**src/rtl/rr_arbiter8_if.sv**
```systemverilog
// Request/grant bundle between the requesters and the eight-way arbiter.
interface rr_arbiter8_if;
    logic       en;
    logic [7:0] req;
    logic [7:0] gnt;
    logic [2:0] gnt_id;
    logic       gnt_valid;
    logic       timeout;

    // Requester side drives en/req and observes the grant.
    modport master (
        output en,
        output req,
        input  gnt,
        input  gnt_id,
        input  gnt_valid,
        input  timeout
    );

    // Arbiter side.
    modport slave (
        input  en,
        input  req,
        output gnt,
        output gnt_id,
        output gnt_valid,
        output timeout
    );
endinterface

```
**src/rtl/rr_arbiter8.sv**
```systemverilog
// Eight-requester arbiter: fixed or round-robin priority, one grant at a time,
// grant held until release or MAX_HOLD expiry, idle cycle between grants.
module rr_arbiter8 #(
    parameter bit          RR_EN    = 1'b1,
    parameter int unsigned MAX_HOLD = 16
) (
    input  logic         clk,
    input  logic         rst_n,
    rr_arbiter8_if.slave bus
);

    localparam int unsigned NW = 8;
    localparam int unsigned IW = 3;
    localparam int unsigned CW = 8;
    localparam logic [CW-1:0] CNT_MAX  = '1;
    localparam logic [CW-1:0] HOLD_LIM = CW'(MAX_HOLD);
    localparam bit            HOLD_ON  = (MAX_HOLD != 0);

    typedef enum logic {
        IDLE  = 1'b0,
        GRANT = 1'b1
    } state_t;

    state_t        state, state_nxt;
    logic [NW-1:0] gnt_q, gnt_nxt;
    logic [IW-1:0] id_q, id_nxt;
    logic          valid_q, valid_nxt;
    logic          tmo_q, tmo_nxt;
    logic [IW-1:0] ptr_q, ptr_nxt;
    logic [CW-1:0] cnt_q, cnt_nxt;

    logic          win_any_c;
    logic [IW-1:0] win_id_c;
    logic [IW-1:0] idx_c;

    // Search ptr, ptr-1, ... (mod 8); the first set request wins.
    always_comb begin
        win_any_c = 1'b0;
        win_id_c  = ptr_q;
        idx_c     = ptr_q;
        for (int o = int'(NW) - 1; o >= 0; o--) begin
            idx_c = ptr_q - IW'(o);
            if (bus.req[idx_c]) begin
                win_any_c = 1'b1;
                win_id_c  = idx_c;
            end
        end
    end

    // Next-state and registered-output logic.
    always_comb begin
        state_nxt = state;
        gnt_nxt   = gnt_q;
        id_nxt    = id_q;
        valid_nxt = valid_q;
        tmo_nxt   = 1'b0;
        ptr_nxt   = ptr_q;
        cnt_nxt   = cnt_q;
        unique case (state)
            IDLE: begin
                gnt_nxt   = '0;
                valid_nxt = 1'b0;
                if (bus.en && win_any_c) begin
                    gnt_nxt   = NW'(1) << win_id_c;
                    id_nxt    = win_id_c;
                    valid_nxt = 1'b1;
                    cnt_nxt   = CW'(1);
                    state_nxt = GRANT;
                end
            end
            GRANT: begin
                if (!bus.req[id_q] || (HOLD_ON && (cnt_q == HOLD_LIM))) begin
                    // Release takes precedence over the hold limit.
                    tmo_nxt   = bus.req[id_q];
                    gnt_nxt   = '0;
                    valid_nxt = 1'b0;
                    state_nxt = IDLE;
                    if (RR_EN) begin
                        ptr_nxt = id_q - IW'(1);
                    end
                end else if (cnt_q != CNT_MAX) begin
                    cnt_nxt = cnt_q + CW'(1);
                end
            end
            default: begin
                state_nxt = IDLE;
            end
        endcase
    end

    // State and output registers.
    always_ff @(posedge clk or negedge rst_n) begin
        if (!rst_n) begin
            state   <= IDLE;
            gnt_q   <= '0;
            id_q    <= '0;
            valid_q <= 1'b0;
            tmo_q   <= 1'b0;
            ptr_q   <= '1;
            cnt_q   <= '0;
        end else begin
            state   <= state_nxt;
            gnt_q   <= gnt_nxt;
            id_q    <= id_nxt;
            valid_q <= valid_nxt;
            tmo_q   <= tmo_nxt;
            ptr_q   <= ptr_nxt;
            cnt_q   <= cnt_nxt;
        end
    end

    assign bus.gnt       = gnt_q;
    assign bus.gnt_id    = id_q;
    assign bus.gnt_valid = valid_q;
    assign bus.timeout   = tmo_q;

endmodule

```
**src/flat_wrapper.sv**
```systemverilog
// flat-port wrapper written by rule: the top's interface ports become plain ports
module rr_arbiter8_flat 
#(
    parameter bit          RR_EN    = 1'b1,
    parameter int unsigned MAX_HOLD = 16
)
  (clk, rst_n, bus_en, bus_req, bus_gnt, bus_gnt_id, bus_gnt_valid, bus_timeout);
  rr_arbiter8_if bus_i ();
  input  logic clk;
  input  logic rst_n;
  input wire logic [$bits(bus_i.en)-1:0] bus_en;
  input wire logic [$bits(bus_i.req)-1:0] bus_req;
  output wire logic [$bits(bus_i.gnt)-1:0] bus_gnt;
  output wire logic [$bits(bus_i.gnt_id)-1:0] bus_gnt_id;
  output wire logic [$bits(bus_i.gnt_valid)-1:0] bus_gnt_valid;
  output wire logic [$bits(bus_i.timeout)-1:0] bus_timeout;
  assign bus_i.en = bus_en;
  assign bus_i.req = bus_req;
  assign bus_gnt = bus_i.gnt;
  assign bus_gnt_id = bus_i.gnt_id;
  assign bus_gnt_valid = bus_i.gnt_valid;
  assign bus_timeout = bus_i.timeout;
  rr_arbiter8 #(.RR_EN(RR_EN), .MAX_HOLD(MAX_HOLD)) u_core (.clk(clk), .rst_n(rst_n), .bus(bus_i));
endmodule
```
**config.mk**
```make
export PLATFORM = sky130hd
export DESIGN_NAME = rr_arbiter8_flat
export DESIGN_NICKNAME = d
export VERILOG_FILES = /design/src/rtl/rr_arbiter8_if.sv /design/src/rtl/rr_arbiter8.sv /design/src/flat_wrapper.sv
export SDC_FILE = /design/constraint.sdc
export NUM_CORES = 1
export LEC_CHECK = 0
export CAP_MARGIN = 25
export CORE_ASPECT_RATIO = 1.5
export CORE_MARGIN = 3
export CORE_UTILIZATION = 30
export DETAILED_ROUTE_END_ITERATION = 6
export PLACE_DENSITY = 0.55
export SYNTH_ARGS = -nofsm -noshare
export SYNTH_HDL_FRONTEND = slang
export SYNTH_SLANG_ARGS = --single-unit
```
**constraint.sdc**
```tcl
create_clock -name clk -period 6.1 [get_ports clk]
set_input_delay 1.22 -clock clk [delete_from_list [all_inputs] [get_ports clk]]
set_output_delay 1.22 -clock clk [all_outputs]
set_load 0.1 [all_outputs]
```
# After elaboration in Yosys (flattened, before gate mapping)
# Cells that the tools add are included.
# Widths: inputs -> output; s select.
[word_totals]
register_bits = 25
memories = 0
rom_bits = 0
in_bits = 11
ram_bits = 0
latch_bits = 0
[classes]
div = 0
n_lt_le_gt_ge = 9
n_mux = 48
n_shift = 1
mul = 0
n_reduce_logical = 6
add_sub_neg = 9
n_bitwise = 1
eq_ne = 6
[op_table]
columns = ["cell", "count"]
rows = [
  ["$mux 8", 5],
  ["$lt 3x4->1 const B", 9],
  ["$pmux 8 s2", 2],
  ["$bmux 1 s3", 9],
  ["$mux 3", 8],
  ["$mux 1", 22],
  ["$sub 3x3->3 const B", 4],
  ["$add 8x1->8 const B", 1],
  ["$eq 8x5->1 const B", 1],
  ["$ne 8x8->1 const B", 1],
  ["$shl 1x3->8 const A", 1],
  ["$ne 2x2->1 const B", 3],
  ["$sub 3x1->3 const B", 2],
  ["$sub 3x2->3 const B", 2],
  ["$pmux 1 s2", 2],
  ["$reduce_and 2->1", 2],
  ["$reduce_and 3->1", 1],
  ["$ne 2x1->1 const B", 1],
  ["$logic_and 1x1->1", 1],
  ["$logic_not 1->1", 1],
  ["$logic_or 1x1->1", 1],
  ["$not 1->1", 1],
]

# Logic depth before layout (Yosys ltp)
[logic_depth]
ltp_word = 14
depth_mapped = 11
ltp_nobuf = 9

# Worst setup path before layout
# OpenSTA, ideal clock, no wires.
[synth_path]
path_type = "flip-flop to flip-flop"
startpoint = "register u_core.ptr_q[0]"
endpoint = "register u_core.id_q[1] (netlist: u_core.bus.gnt_id[1])"
setup_slack_ps = 2878
arrival_time_ps = 3144
path_buffers = 2
period_less_slack_ps = 3222
stages_incl_launch_ff = 12
setup_ps = 78
path_cell_list = "dfstp_2 buf_6 clkinv_1 ha_1 buf_2 mux2_2 mux4_2 nor2_1 a21oi_1 o221a_2 o31a_1 a21oi_1"
[synth_between]
elab_chain_cells = 13
elab_cells_between_ends = 41
classes_between = "add/sub: 7; mux: 32; reduce/logical: 2"
[synth_rtl]
columns = ["element", "line_no", "text"]
rows = [
  ["start: declaration", "rr_arbiter8.sv:29", "logic [IW-1:0] ptr_q, ptr_nxt;"],
  ["start signal: assignment", "rr_arbiter8.sv:107", "ptr_q <= ptr_nxt;"],
  ["$sub 3x3->3", "rr_arbiter8.sv:42", "idx_c = ptr_q - IW'(o);"],
  ["$bmux 1 s3", "rr_arbiter8.sv:43", "if (bus.req[idx_c]) begin"],
  ["$mux 1 (not written as such)", "rr_arbiter8.sv:43", ""],
  ["$mux 1 (8 in series)", "rr_arbiter8.sv:43", ""],
  ["$logic_and 1x1->1", "rr_arbiter8.sv:63", "if (bus.en && win_any_c) begin"],
  ["$reduce_and 2->1 (no source line)", "--", ""],
  ["end signal: assignment", "rr_arbiter8.sv:104", "id_q <= id_nxt;"],
  ["end: declaration", "rr_arbiter8.sv:26", "logic [IW-1:0] id_q, id_nxt;"],
]
# Several ways; a longest one is shown, not always the timed one. The select of a mux whose other input is x is not followed.
# A chain may end at the register's enable or synchronous reset.

# Worst setup path in the final report
[layout_path]
startpoint = "register u_core.ptr_q[0]"
endpoint = "register u_core.gnt_q[5] (netlist: u_core.bus.gnt[5])"
[layout_between]
elab_chain_cells = 14
elab_cells_between_ends = 43
classes_between = "add/sub: 7; shift: 1; mux: 34; reduce/logical: 1"
[layout_rtl]
columns = ["element", "line_no", "text"]
rows = [
  ["$sub 3x3->3", "rr_arbiter8.sv:42", ""],
  ["$bmux 1 s3", "rr_arbiter8.sv:43", ""],
  ["$mux 1 (not written as such)", "rr_arbiter8.sv:43", ""],
  ["$mux 3 / $mux 1 (equally long branches) (8 in series)", "rr_arbiter8.sv:43", ""],
  ["$shl 1x3->8 / $logic_and 1x1->1 (equally long branches)", "rr_arbiter8.sv:64, rr_arbiter8.sv:63", ""],
  ["$mux 8 *", "rr_arbiter8.sv:63", ""],
  ["$pmux 8 s2 *", "rr_arbiter8.sv:59", "unique case (state)"],
  ["end signal: assignment", "rr_arbiter8.sv:103", "gnt_q <= gnt_nxt;"],
  ["end: declaration", "rr_arbiter8.sv:25", "logic [NW-1:0] gnt_q, gnt_nxt;"],
]
# Every way passes the cells marked *; elsewhere a longest branch is shown, timed or not. The select of a mux whose other input is x is not followed.

==> impl_metrics.env <==
export IMPL_postCtsResizedCells=0
export IMPL_cts_reportedPaths_clkPinSlew_ns=0.08
export IMPL_slew_violations=0
export IMPL_worstPathRequired_ns=6.24
export IMPL_num_vias=1732
export IMPL_worstHoldPathType="flop to flop"
export IMPL_post_synthesis_mux_area_share_pct=23.4
export IMPL_ctsRootBufferMaster="clkbuf_8"
export IMPL_yosys_register_bits=25
export IMPL_hold_violations=0
export IMPL_synthesis_area_um2=2000
export IMPL_rsz0062_at_grt="no"
export IMPL_worst_pin_slew_ns=0.991
export IMPL_drtAntennaViolNets=0
export IMPL_num_nets_final=244
export IMPL_detail_route_drc_violations=0
export IMPL_worst_path_largest_cell_delay_ns=0.75
export IMPL_synth_most_common_cell="nand2_1"
export IMPL_avgViaCountPerCell=5.75
export IMPL_synth_lib_cells_used_distinct=50
export IMPL_netlist_top_cells_area="dfrtp_1, mux4_2, mux2_2, nand2_1, dfstp_2"
export IMPL_insertion_delay_to_the_later_sink_of_the_worst_skew_pair_ns=0.26
export IMPL_worst_clock_skew_ns=0.00232
export IMPL_wire_length_of_the_first_global_routing_pass_um=8560
export IMPL_clk_path_buf_depth=2
export IMPL_async_reset_ff_share_pct=100
export IMPL_end_kind="flop"
export IMPL_crit_chain="clkinv_1 > ha_1 > mux2_2 > mux4_2 > nor2_1 > a21oi_1 > o221a_2 > o31ai_2 > o21ai_1"
export IMPL_yosys_area_share_xor_xnor_pct=4.37
export IMPL_postCtsHoldBufs=0
export IMPL_synth_edf_count=0
export IMPL_core_region_area_um2=6310
export IMPL_starting_density_of_the_core_pct=31.8
export IMPL_setup_violations=0
export IMPL_crit_path_max_fanout=12
export IMPL_grt_antenna_before_repair=0
export IMPL_place_detailed_hpwl_um=3730
export IMPL_critical_path_startpoint_type="flop"
export IMPL_port_buffers=23
export IMPL_globalplace_congestion=0.919
export IMPL_synth_sequential_area_ratio_pct=31.4
export IMPL_grt_max_degree=26
export IMPL_drtPass1Iterations=4
export IMPL_placementRows=35
export IMPL_syn_to_final_growth_pct=17.2
export IMPL_cpMaxStageDelayCell="dfstp_2"
export IMPL_status="finished, final reports clean"
export IMPL_avg_wl_per_cell_um=16.3
export IMPL_cts_tree="yes"
export IMPL_diodes=0
export IMPL_max_clock_freq_mhz=266
export IMPL_setup_worst_path_class="flop to flop"
export IMPL_grt_pass1_vias=1719
export IMPL_max_cap_violations=0
export IMPL_syn_num_nets=222
export IMPL_synth_avg_cell_area_um2=9.72
export IMPL_maxSlewHeadroom_pct=33.7
export IMPL_grt_usage_pct=13.7
export IMPL_worst_ep_arrival_time_ns=3.90
export IMPL_postRouteWirelength_um=4920
export IMPL_final_worst_path_cycle_share_pct=61.6
export IMPL_cts_inserted_buffers=3
export IMPL_numClockSinks=25
export IMPL_yosys_area_top_type_share_pct=27.5
export IMPL_synth_main_ff_cell="dfrtp_1"
export IMPL_design_portCount=24
export IMPL_synth_commonest_cells="nand2_1, dfrtp_1, nor2_1"
export IMPL_cell_type_with_the_highest_aggregate_area_in_the_netlist="dfrtp_1"
export IMPL_floorplan_die_area_um2=7710
export IMPL_chipHeight_um=106
export IMPL_synth_top_family_by_area="multiplexers"
export IMPL_synth_simple_gate_area_share_pct=14.6
export IMPL_post_cts_setup_buffer_count=0
export IMPL_synth_cells=206
export IMPL_fp_dieW_um=72.7
export IMPL_period_minus_slack_ns=3.76
export IMPL_grt_overflow=0
export IMPL_synth_adder_area_share_pct=3.12
export IMPL_drt_iter0_markers=126
export IMPL_drive_above_1_share_pct=16.3
export IMPL_synth_compound_area_share_pct=19.0
export IMPL_htree_num_levels=1
export IMPL_setup_tns_final_ns=0
export IMPL_yosys_warn_count=0
-- cell families after synthesis --
logic type / after synthesis
AO/OA/AOI/OAI: 56
XOR/XNOR: 10
adder cells (fa/ha/maj): 5
buffers and inverters: 19
flip-flops: 25
multiplexers: 29
AND/OR/NAND/NOR: 62
-- layer usage --
metal	vias to the layer above	global-route usage, %	share of wire, %	wire [um]
li1	823	-	-	-
met1	860	17.2	42	2070
met2	41	23.7	52	2570
met3	8	1.23	3.6	177
met4	0	5.15	2.2	106
met5	-	0	0	0
-- placed cells by master, fill, tap and decap left out, types with 2 or more instances in the layout --
cell type	count
a211o_1	2
a211oi_1	4
a21o_1	4
a21oi_1	7
a221oi_1	2
a311oi_1	2
a31oi_1	3
and3_1	2
and3b_1	2
buf_4	3
clkbuf_8	3
clkdlybuf4s50_1	23
dfrtp_1	22
dfstp_2	3
ha_1	5
inv_1	9
mux2_2	8
mux2i_1	7
mux4_2	13
nand2_1	23
nand3_1	7
nand4_1	2
nor2_1	16
nor3_1	3
o21ai_0	10
o21ai_1	9
o21bai_1	2
xnor2_1	5
xor2_1	5
-- cell type report --
class	instances	area, um2
Timing Repair Buffer	26	253
Fill cell	663	3960
Clock buffer	4	45.0
Multi-Input combinational cell	162	1290
Tap cell	74	92.6
Sequential cell	25	629
Inverter	10	37.5
-- critical path, delay by kind of cell, from the launching register on --
kind | cells | cell delay, ns
AO/OA/AOI/OAI | 4 | 0.88
adder cells (fa/ha/maj) | 1 | 0.66
AND/OR/NAND/NOR | 1 | 0.11
flip-flops | 1 | 0.75
buffers and inverters | 1 | 0.32
multiplexers | 2 | 0.92
-- flip-flops by register name (all words and copies together) (netlist names) --
name,count
u_core.bus.gnt_valid,1
u_core.bus.gnt,8
u_core.bus.gnt_id,3
u_core.bus.timeout,1
u_core.cnt_q,8
u_core.state,1
u_core.ptr_q,3
-- path summary, 6_finish.rpt --
path,start,to,slack (ns),cells after the start
min in group asynchronous,rst_n,u_core.bus.gnt[7],1.31,2
min reg2reg,u_core.bus.gnt[3],u_core.bus.gnt[3],0.49,2
max,u_core.ptr_q[0],u_core.bus.gnt[5],2.34,9
max in group asynchronous,rst_n,u_core.ptr_q[2],4.49,2
min,u_core.bus.gnt[3],u_core.bus.gnt[3],0.49,2
max reg2reg,u_core.ptr_q[0],u_core.bus.gnt[5],2.34,9
-- per-stage QoR --
step                      hold WS [ns]  setup WS (ns)  instances  area, um2  util, %
after floorplan                  0.518           2.88        206       2000        -
after global placement           0.474           1.98        296       2300     36.4
after detailed placement         0.480           1.90        296       2300     36.4
after CTS                        0.505           1.99        300       2340     37.1
after global routing             0.521           2.09        301       2350     37.2
final                            0.491           2.34        301       2350     37.2
Power is left out: the tool's default activity adds up to more than one toggle a clock period on the data nets, which glitch-free logic cannot reach.
